$ cat src/rtl/rx_iq_fifo.sv
// Show-ahead RX I/Q sample FIFO between the decimation chain and the MCU bus.
// Define RX_IQ_DUAL_CHANNEL_EN to store and present the RX2 pair alongside RX1.
module rx_iq_fifo #(
  parameter int DEPTH_LOG2 = 5,
  parameter int DATA_W     = 24
) (
  input  logic                  clk_in,
  input  logic                  reset_n,
  input  logic [DATA_W-1:0]     in_I,
  input  logic [DATA_W-1:0]     in_Q,
  input  logic [DATA_W-1:0]     in2_I,
  input  logic [DATA_W-1:0]     in2_Q,
  input  logic                  in_valid,
  input  logic                  IQ_RX_READ_REQ,
  input  logic                  IQ_RX_READ_CLK,
  output logic [DATA_W-1:0]     RX1_I,
  output logic [DATA_W-1:0]     RX1_Q,
  output logic [DATA_W-1:0]     RX2_I,
  output logic [DATA_W-1:0]     RX2_Q,
  output logic                  in_empty,
  output logic [DEPTH_LOG2:0]   fill_level,
  output logic                  overrun,
  output logic                  underrun,
  input  logic                  flags_clear
);

  localparam int DEPTH = 1 << DEPTH_LOG2;
  localparam logic [DEPTH_LOG2:0] FULL_LVL = (DEPTH_LOG2+1)'(DEPTH);
`ifdef RX_IQ_DUAL_CHANNEL_EN
  localparam int ENTRY_W = 4*DATA_W;
`else
  localparam int ENTRY_W = 2*DATA_W;
`endif

  logic [ENTRY_W-1:0]    mem [DEPTH];
  logic [ENTRY_W-1:0]    din, head;
  logic [DEPTH_LOG2-1:0] wr_ptr, rd_ptr;
  logic [DEPTH_LOG2:0]   ram_cnt;
  logic                  head_vld, read_clk_d;
  logic                  pop_ev, pop_ok, push_ok, full, ram_has, fetch, fwd;

`ifdef RX_IQ_DUAL_CHANNEL_EN
  assign din = {in2_Q, in2_I, in_Q, in_I};
`else
  assign din = {in_Q, in_I};
  logic unused_in2;
  assign unused_in2 = ^{in2_I, in2_Q};
`endif

  assign pop_ev  = IQ_RX_READ_CLK & ~read_clk_d & IQ_RX_READ_REQ;
  assign pop_ok  = pop_ev & head_vld;
  assign full    = (fill_level == FULL_LVL);
  assign push_ok = in_valid & (~full | pop_ok);
  // Entries still in RAM; the head has already been lifted into its register.
  assign ram_cnt = fill_level - {{DEPTH_LOG2{1'b0}}, head_vld};
  assign ram_has = (ram_cnt != '0);
  // Popping the last set while a new one arrives: bypass the RAM so the head never bubbles.
  assign fwd     = pop_ok & push_ok & ~ram_has;
  assign fetch   = ((pop_ok | ~head_vld) & ram_has) | fwd;

  always_ff @(posedge clk_in) begin
    if (push_ok) mem[wr_ptr] <= din;
  end

  always_ff @(posedge clk_in or negedge reset_n) begin
    if (!reset_n)   head <= '0;
    else if (fetch) head <= fwd ? din : mem[rd_ptr];
  end

  always_ff @(posedge clk_in or negedge reset_n) begin
    if (!reset_n) begin
      wr_ptr     <= '0;
      rd_ptr     <= '0;
      fill_level <= '0;
      head_vld   <= 1'b0;
      read_clk_d <= 1'b0;
      overrun    <= 1'b0;
      underrun   <= 1'b0;
    end else begin
      read_clk_d <= IQ_RX_READ_CLK;
      if (push_ok) wr_ptr <= wr_ptr + 1'b1;
      if (fetch)   rd_ptr <= rd_ptr + 1'b1;
      head_vld <= fetch | (head_vld & ~pop_ok);
      case ({push_ok, pop_ok})
        2'b10:   fill_level <= fill_level + 1'b1;
        2'b01:   fill_level <= fill_level - 1'b1;
        default: fill_level <= fill_level;
      endcase
      // A new event on the clearing edge keeps the flag set.
      overrun  <= (in_valid & full & ~pop_ok) | (overrun & ~flags_clear);
      underrun <= (pop_ev & ~head_vld) | (underrun & ~flags_clear);
    end
  end

  assign RX1_I    = head[DATA_W-1:0];
  assign RX1_Q    = head[2*DATA_W-1:DATA_W];
  assign in_empty = ~head_vld;
`ifdef RX_IQ_DUAL_CHANNEL_EN
  assign RX2_I = head[3*DATA_W-1:2*DATA_W];
  assign RX2_Q = head[4*DATA_W-1:3*DATA_W];
`else
  assign RX2_I = '0;
  assign RX2_Q = '0;
`endif

endmodule

$ cat config.mk
export PLATFORM = sky130hd
export DESIGN_NAME = rx_iq_fifo
export DESIGN_NICKNAME = d
export VERILOG_FILES = /design/src/rtl/rx_iq_fifo.sv
export SDC_FILE = /design/constraint.sdc
export NUM_CORES = 2
export LEC_CHECK = 0
export CORE_MARGIN = 10
export CORE_UTILIZATION = 59
export CTS_CLUSTER_DIAMETER = 50
export DETAILED_ROUTE_END_ITERATION = 6
export PLACE_DENSITY = 0.77
export SYNTH_ARGS = -nofsm -noshare
export SYNTH_HDL_FRONTEND = slang
export SYNTH_SLANG_ARGS = --single-unit
$ cat constraint.sdc
create_clock -name clk_in -period 7.3 [get_ports clk_in]
set_input_delay 1.46 -clock clk_in [delete_from_list [all_inputs] [get_ports clk_in]]
set_output_delay 1.46 -clock clk_in [all_outputs]
set_load 0.02 [all_outputs]
==> insert_results.sql <==
INSERT INTO impl_metrics (metric_group, metric, value, unit) VALUES
('sta', 'timing.setup.tns', '0', 'ps'),
('power', 'leakage', '0.02249', 'µW'),
('status', 'status', 'complete, no violations', ''),
('die', 'chipWidth', '343.8', 'µm'),
('power', 'ir_worst_vdd', '335.2', 'µV'),
('power', 'pwr_density_cell', '378.3', 'nW/µm²'),
('sta', 'layout_worst_path_cycle_share', '69.37', '%'),
('critical_path', 'crit_path_cell_chain', 'clkdlybuf4s50_1 -> nand4b_1 -> a41oi_1 -> nand2_1 -> nor2_4 -> buf_4', ''),
('sta', 'max-slew-margin-rel', '10.81', '%'),
('detailed_routing', 'wl_met1', '54220', 'µm'),
('power', 'switching_share', '30.30', '%'),
('synthesis', 'synth_seq_area_share', '77.30', '%'),
('detailed_routing', 'dr_total_vias', '30913', ''),
('finish', 'mostFrequentLayoutCell', 'sky130_fd_sc_hd__edfxtp_1', ''),
('grt', 'globalRouteTotalUtil', '24.71', '%'),
('synthesis', 'synth-edff-count', '1536', ''),
('sta', 'final-max-slew-violation-count', '0', ''),
('synthesis', 'ys_warn_count', '0', ''),
('finish', 'leading_cell_types_in_the_layout_fill_and_taps_excluded', '1,536 x sky130_fd_sc_hd__edfxtp_1, 282 x sky130_fd_sc_hd__mux4_2, 252 x sky130_fd_sc_hd__mux2i_1', ''),
('finish', 'area_growth_syn_to_layout', '13.07', '%'),
('sta', 'worst_pin_slew', '1334', 'ps'),
('critical_path', 'critPathLaunchType', 'input pin', ''),
('critical_path', 'reg2reg_setup_slack', '2990', 'ps'),
('power', 'power.internal', '18450', 'µW'),
('sta', 'setup_repair_after_global_routing_missed_its_margin', 'no', ''),
('critical_path', 'rr_endpoint', 'mem[27][27]$_DFFE_PP_', ''),
('synthesis', 'ys_top_cells_by_area', 'sky130_fd_sc_hd__edfxtp_1 75%, sky130_fd_sc_hd__mux4_2 10%, sky130_fd_sc_hd__mux2i_1 4.1%', ''),
('die', 'pin_count', '207', ''),
('critical_path', 'critPathArrivalTime', '5490', 'ps'),
('cts', 'cts_max_level', '4', ''),
('finish', 'num-nets-final', '3215', ''),
('detailed_routing', 'drt-wirelength-per-cell', '31.52', 'µm'),
('detailed_routing', 'firstDrtPassIters', '6', ''),
('die', 'fp.dieArea', '118200', 'µm²'),
('power', 'fraction_of_power_consumed_by_combinational_cells', '26.7', '%'),
('synthesis', 'ys_seq_elements', '1604', ''),
('grt', 'global_route_wire_length_before_repair', '214300', 'µm'),
('detailed_routing', 'routed_wirelength', '145500', 'µm'),
('detailed_routing', 'antenna_violating_nets_post_route', '0', ''),
('placement', 'dp_slack', '1424', 'ps'),
('finish', 'instances_no_fill', '4616', ''),
('synthesis', 'asyncSetResetFlopFracSynth', '4.239', '%'),
('cts', 'clock_insertion_delay_worst_skew', '760', 'ps'),
('detailed_routing', 'routed.top_layer', 'met5', ''),
('cts', 'tritoncts', 'built', ''),
('placement', 'placed_cells', '4327', ''),
('placement', 'placement.cell_area', '64800', 'µm²'),
('cts', 'postCtsSetupBuffers', '0', ''),
('finish', 'proportion_of_layout_cells_with_a_drive_suffix_above_1', '20.95', '%'),
('placement', 'hpwl', '79740', 'µm'),
('synthesis', 'netlist_instances', '2929', ''),
('synthesis', 'synth_top_area_share', '74.55', '%'),
('sta', 'fin_worst_skew', '29.10', 'ps'),
('die', 'coreArea', '103800', 'µm²'),
('cts', 'worst_setup_hold_path_clk_slew', '60', 'ps'),
('critical_path', 'critical_path_class', 'input pin to flip-flop', ''),
('hold_path', 'hold-path-endpoint', 'head[2]$_DFFE_PN0P_', ''),
('die', 'floorplan.rows', '118', ''),
('synthesis', 'netlist-cell-type-count', '57', ''),
('detailed_routing', 'drt_iter0_drc', '3969', ''),
('die', 'fp.dieH', '343.8', 'µm'),
('power', 'total_power', '26460', 'µW'),
('detailed_routing', 'vias_per_cell', '6.697', ''),
('critical_path', 'cpMaxStageDelayCell', 'sky130_fd_sc_hd__nor2_4', ''),
('cts', 'cts-resized-gates', '0', ''),
('critical_path', 'wp_data_required', '7720', 'ps'),
('synthesis', 'synth_top_area_cell', 'sky130_fd_sc_hd__edfxtp_1', ''),
('cts', 'clock_sink_count', '1604', ''),
('cts', 'clockRootBuffer', 'sky130_fd_sc_hd__clkbuf_16', ''),
('hold_path', 'timing.hold.worst.class', 'flip-flop to flip-flop', ''),
('power', 'switching_power', '8018', 'µW');
-- kinds of logic (layout without fill, tap and decap cells) --
group | after synthesis | in the layout | share of synthesized area, %
DFF | 1604 | 1604 | 77.30
muxes | 578 | 578 | 15.15
AOI/OAI and AO/OA | 301 | 301 | 3.644
buffers and inverters | 222 | 482 | 2.111
and+or+nand+nor | 202 | 202 | 1.456
xor gates and xnor gates | 14 | 14 | 0.1982
adders and majority gates | 7 | 7 | 0.1415
other | 1 | 48 | 0.006061
-- synthesized netlist by cell type, types with 34 or more instances --
library cell,n
sky130_fd_sc_hd__edfxtp_1,1536
sky130_fd_sc_hd__mux4_2,282
sky130_fd_sc_hd__mux2i_1,252
sky130_fd_sc_hd__nor2_1,89
sky130_fd_sc_hd__o22ai_1,79
sky130_fd_sc_hd__dfrtp_1,68
sky130_fd_sc_hd__buf_4,67
sky130_fd_sc_hd__buf_2,60
sky130_fd_sc_hd__clkbuf_1,58
sky130_fd_sc_hd__nand2_1,52
sky130_fd_sc_hd__a2111oi_0,43
sky130_fd_sc_hd__mux2_2,43
sky130_fd_sc_hd__a221oi_1,34
-- worst max-delay path, delay by kind of cell --
kind                   cells  cell delay, ps
AND/OR/NAND/NOR            3            2050
buffers and inverters      2             970
AO/OA/AOI/OAI              1             940
-- worst max path at each step --
| stage | from | endpoint | slack (ps) | cells after the start |
|---|---|---|---|---|
| after global routing | IQ_RX_READ_CLK | mem[17][9]$_DFFE_PP_ | 2070 | 6 |
| final | IQ_RX_READ_REQ | mem[27][27]$_DFFE_PP_ | 2240 | 6 |
| after global placement | IQ_RX_READ_CLK | mem[17][9]$_DFFE_PP_ | 1540 | 6 |
| after floorplan | IQ_RX_READ_REQ | mem[31][0]$_DFFE_PP_ | 2400 | 5 |
| after detailed placement | IQ_RX_READ_CLK | mem[17][9]$_DFFE_PP_ | 1420 | 6 |
| after CTS | in_valid | mem[27][27]$_DFFE_PP_ | 2230 | 6 |
-- final cells by class --
cell class	count	area [µm²]
Clock buffer	209	4342
Multi-Input combinational cell	1150	13190
Inverter	9	33.78
Fill cell	6224	33830
Clock inverter	80	822.0
Tap cell	1380	1727
Sequential cell	1604	47840
Timing Repair Buffer	184	2004
-- registers in the layout, indices dropped and copies added, names as in the netlist --
signal and flops:
mem 1536, head 48, fill_level 6, rd_ptr 5
wr_ptr 5, head_vld 1, overrun 1, read_clk_d 1
underrun 1
-- power groups by stage --
stage | Clock (µW) | Combinational (µW) | Sequential (µW)
CTS | 8100 | 7090 | 11400
detailed placement | 0 | 7000 | 11500
finish | 8030 | 7070 | 11400
floorplan | 0 | 4880 | 11400
global placement | 0 | 6870 | 11500
global route | 8470 | 7490 | 11400
-- routing by layer --
layer  GRT usage [%]  vias to the layer above
li1                -                    12550
met5               0                        -
met2           40.19                     1970
met4           7.505                        2
met1           34.00                    16116
met3           4.975                      275
-- through the flow --
step	utilization [%]	hold WS, ps
detailed placement	62.43	499.8
floorplan	-	512.2
global placement	62.43	498.9
global route	67.40	531.7
finish	67.40	521.6
CTS	67.40	521.1
Power figures use the tool's default switching activity.
==> variant 1, RTL diff (config.mk and constraints unchanged) <==
Change the parameter `DATA_W` from 24 to 36.
--- a/src/rtl/rx_iq_fifo.sv
+++ b/src/rtl/rx_iq_fifo.sv
@@ -3,5 +3,5 @@
 module rx_iq_fifo #(
   parameter int DEPTH_LOG2 = 5,
-  parameter int DATA_W     = 24
+  parameter int DATA_W     = 36
 ) (
   input  logic                  clk_in,
Interface: changed (8 resized); port bits go from 207 to 303. No check against the original RTL was run, so the function may have changed too.
==> variant 1 against the original RTL <==
Setup slack better by 230 ps; sequential cell count is 792 higher; critical path depth stayed put; first-iteration DRC count is 56% higher; clock skew rose by 21 ps; wire length increased by 49%; synthesized area rose by 48%; final area is 47% higher; total power grew 47%; largest power group unchanged; highest routed layer unchanged.
==> variant 1: results (changes against the original RTL) <==
========================================================================================
Routed wire length per instance ...........................................     32.62 µm   +3.5%
Gp weighted congestion ....................................................       0.7732   -9.2%
Status ....................................................................    completed
Most instantiated cells after synthesis ................................... sky130_fd_sc_hd__edfxtp_1, sky130_fd_sc_hd__mux4_2, sky130_fd_sc_hd__mux2i_1
Arrival time reported for the critical path endpoint ......................      5330 ps   -160 ps
Total GRT Usage ...........................................................       0.2506   +0.003532
Clock tree skew after final layout ........................................     49.70 ps   +20.60 ps
Post-synthesis area per instance ..........................................    21.98 µm²   +4.1%
Fraction of power spent switching nets ....................................       0.3006   -0.002351
Post-synth EDFFs ..........................................................        2,304   +50%
Placed standard-cell area .................................................   95,680 µm²   +48%
Biggest regs .............................................................. mem (2304), head (72), fill_level (6)
Worst Hold Launch ......................................................... head[52]$_DFFE_PN0P_
Pre-CTS setup slack .......................................................      1683 ps   +259.0 ps
Cell total after placement ................................................        6,234   +44%
Largest voltage drop on the vdd net .......................................    0.5416 mV   +62%
Antenna violations before repair ..........................................            3   +1
Clock latency reported for the late side of the worst-skew pair ...........       860 ps   +100 ps
Count of distinct cell types in the synthesized netlist ...................           56   -1.8%
Cell area after synthesis .................................................   91,800 µm²   +48%
Total half-perimeter wirelength after legalization and detailed placement .   110,700 µm   +39%
Number of DRC markers in iteration 0 ......................................        6,178   +56%
Met2 Use GR ...............................................................       0.4111   +0.009211
Slew at the pin closest to its max-slew limit .............................      1415 ps   +81.07 ps
Worst Hold Path EP ........................................................ head[52]$_DFFE_PN0P_
========================================================================================
==> variant 1: cell types whose count changed after synthesis, sizes merged, moves of 24 or more <==
cell	before	now
a211oi	23	61
dfrtp	68	92
edfxtp	1536	2304
nand2	52	20
mux2	43	1
a22oi	2	86
a22o	0	50
o221ai	18	52
a21oi	25	69
buf	155	222
mux4	282	478
mux2i	253	227
clkbuf	58	94
==> variant 1: worst max path at each step <==
stage / start / end / slack, ps / cells past startpoint
after CTS: IQ_RX_READ_CLK / mem[23][43]$_DFFE_PP_ / 2560 / 6
after floorplan: IQ_RX_READ_REQ / mem[31][0]$_DFFE_PP_ / 1250 / 5
after global routing: IQ_RX_READ_CLK / mem[23][43]$_DFFE_PP_ / 2270 / 6
after detailed placement: IQ_RX_READ_CLK / mem[23][29]$_DFFE_PP_ / 1680 / 6
final: IQ_RX_READ_CLK / mem[23][43]$_DFFE_PP_ / 2470 / 6
after global placement: IQ_RX_READ_CLK / mem[9][69]$_DFFE_PP_ / 1740 / 6
==> variant 1: worst reg2reg max path, cell delays in order, from the launching register on <==
cell	delay (ps)
sky130_fd_sc_hd__dfrtp_1	450
sky130_fd_sc_hd__nand4b_1	280
sky130_fd_sc_hd__a41oi_1	860
sky130_fd_sc_hd__nand2_1	760
sky130_fd_sc_hd__nor2_4	1040
sky130_fd_sc_hd__buf_12	360
==> variant 1: cells by family after synthesis <==
| group | after synthesis | synth area share |
|---|---|---|
| AOI/OAI and AO/OA | 532 | 0.04301 |
| DFF | 2396 | 0.7787 |
| adders and majority gates | 7 | 0.0009540 |
| muxes | 706 | 0.1421 |
| and+or+nand+nor | 195 | 0.01126 |
| xor gates and xnor gates | 14 | 0.001336 |
| buffers and inverters | 325 | 0.02253 |
| other | 1 | 0.00004085 |
==> variant 1: layout make-up <==
cell class                 instances  area (µm²)
timing repair buffer             259        2754
tap                             2044        2557
sequential                      2396       71510
clock inverter                   130        1390
inverter                           9       33.78
multi-input combinational       1526       18830
fill                            9145       51330
clock buffer                     290        6007
antenna                            1       2.502
==> variant 1: power by group through the flow <==
stage	registers (mW)	clock network, mW	logic, mW
finish	16.7	11.6	10.5
global route	16.8	12.3	11.1
CTS	16.7	11.8	10.6
detailed placement	17.0	0	10.5
global placement	16.9	0	10.3
floorplan	17.0	0	7.22
==> variant 1: per-layer routing <==
metal  part of all wire  wire (µm)
met5           0.000060         13
met4              0.032       7050
met3               0.10      22490
met2               0.50     108500
met1               0.36      79000
==> variant 2, RTL diff (config.mk and constraints unchanged) <==
Made on the original files. Reset style: synchronous (`reset_n`), changed in 2 clocked blocks.
--- a/src/rtl/rx_iq_fifo.sv
+++ b/src/rtl/rx_iq_fifo.sv
@@ -63,10 +63,10 @@
   end
 
-  always_ff @(posedge clk_in or negedge reset_n) begin
+  always_ff @(posedge clk_in) begin
     if (!reset_n)   head <= '0;
     else if (fetch) head <= fwd ? din : mem[rd_ptr];
   end
 
-  always_ff @(posedge clk_in or negedge reset_n) begin
+  always_ff @(posedge clk_in) begin
     if (!reset_n) begin
       wr_ptr     <= '0;
Check against the original RTL: differs if reset_n is asserted again (counterexample within 4 cycles, from zero or initial values and one cycle with reset_n low); with reset_n held inactive, the same outputs for 4 cycles.
==> variant 2 against the original RTL <==
Via count hardly changed; combinational power fell by 39%; synthesized area decreased by 0.36%; sequential cell count increased by 5; wire length is 0.40% lower; total power shrank 14%; largest cell class unchanged; setup slack improved by 99 ps; highest routed layer is now met4; final area down 0.73%; critical path type unchanged.
==> variant 2: results (changes against the original RTL) <==
========================================================================================
Post-detailed-routing wire length .........................................   144,900 µm   -0.40%
Fraction of standard cell area that is sequential .........................       0.6853   +0.001500
Worst stage delay on the critical path ....................................      1090 ps   +50 ps
Worst Hold Path EP ........................................................ head[20]$_SDFFE_PN0N_
Total GRT Usage ...........................................................       0.2457   -0.001456
Fin Hold WS ...............................................................     495.5 ps   -26.14 ps
Number of antenna cells inserted ..........................................            1   +1
Total half-perimeter wirelength after legalization and detailed placement .    77,230 µm   -3.1%
Clock network contribution to total cell area .............................      0.07186   -0.001945
Status ....................................................................    completed
Slew at the pin closest to its max-slew limit .............................      1434 ps   +99.91 ps
Vias in the first global route ............................................       31,929   +0.57%
Std-Cell Core Area ........................................................  103,600 µm²   -0.14%
Clock latency reported for the late side of the worst-skew pair ...........       780 ps   +20 ps
Critical R2R Launch ....................................................... head_vld$_SDFF_PN0_
Number of DRC markers in iteration 0 ......................................        3,956   -0.33%
Origin of the worst setup path ............................................ IQ_RX_READ_CLK
Cell total after placement ................................................        4,323   -0.092%
Gp weighted congestion ....................................................       0.8140   -4.4%
Worst setup margin ........................................................      2335 ps   +99.00 ps
Total of plain and repair buffers excluding clock buffers .................          182   -1.1%
Net count, final ..........................................................        3,214   -0.031%
Portion of netlist area occupied by mux cells .............................       0.1421   -0.009319
Clock tree skew after final layout ........................................     38.01 ps   +8.906 ps
Share of synthesized registers carrying an async set or reset .............            0   -0.04239
Non-Clock Buffer Area Fraction ............................................      0.02591   -0.002744
Pre-CTS setup slack .......................................................      1644 ps   +219.5 ps
Number of register bits inferred by synthesis .............................        1,609   +0.31%
Largest voltage drop on the vdd net .......................................    0.3178 mV   -5.2%
Fraction of the mapped netlist area in adder cells ........................     0.002354   +0.0009386
Power density cells ....................................................... 327.8 nW/µm²   -13%
Fillers ...................................................................        6,244   +0.32%
Cells taking the most area after synthesis ................................ sky130_fd_sc_hd__edfxtp_1, sky130_fd_sc_hd__mux4_2, sky130_fd_sc_hd__mux2i_1
Crit-path max FO ..........................................................           22   -4.3%
Most instantiated cells after synthesis ................................... sky130_fd_sc_hd__edfxtp_1, sky130_fd_sc_hd__mux4_2, sky130_fd_sc_hd__mux2i_1
Non-clock inverters .......................................................           10   +1
Post-synthesis instance total .............................................        2,936   +0.24%
Mean number of vias per cell ..............................................        6.713   +0.24%
========================================================================================
==> variant 2: cell count changes after synthesis, moves of 34 or more <==
cell	change
sky130_fd_sc_hd__o22ai_1	-53
sky130_fd_sc_hd__mux2i_1	-56
sky130_fd_sc_hd__o211ai_1	+34
sky130_fd_sc_hd__nor2_1	-37
sky130_fd_sc_hd__dfrtp_1	-68
sky130_fd_sc_hd__a221oi_1	-34
sky130_fd_sc_hd__dfxtp_1	+73
sky130_fd_sc_hd__and2_1	+35
sky130_fd_sc_hd__a22oi_1	+94
==> variant 2: metal layers <==
metal,wire length (µm),track usage,vias to the layer above
met5,0,0,-
met2,72870,0.4079,1863
met4,5623,0.09801,0
met3,13740,0.04925,322
li1,-,-,12587
met1,52690,0.3201,16163
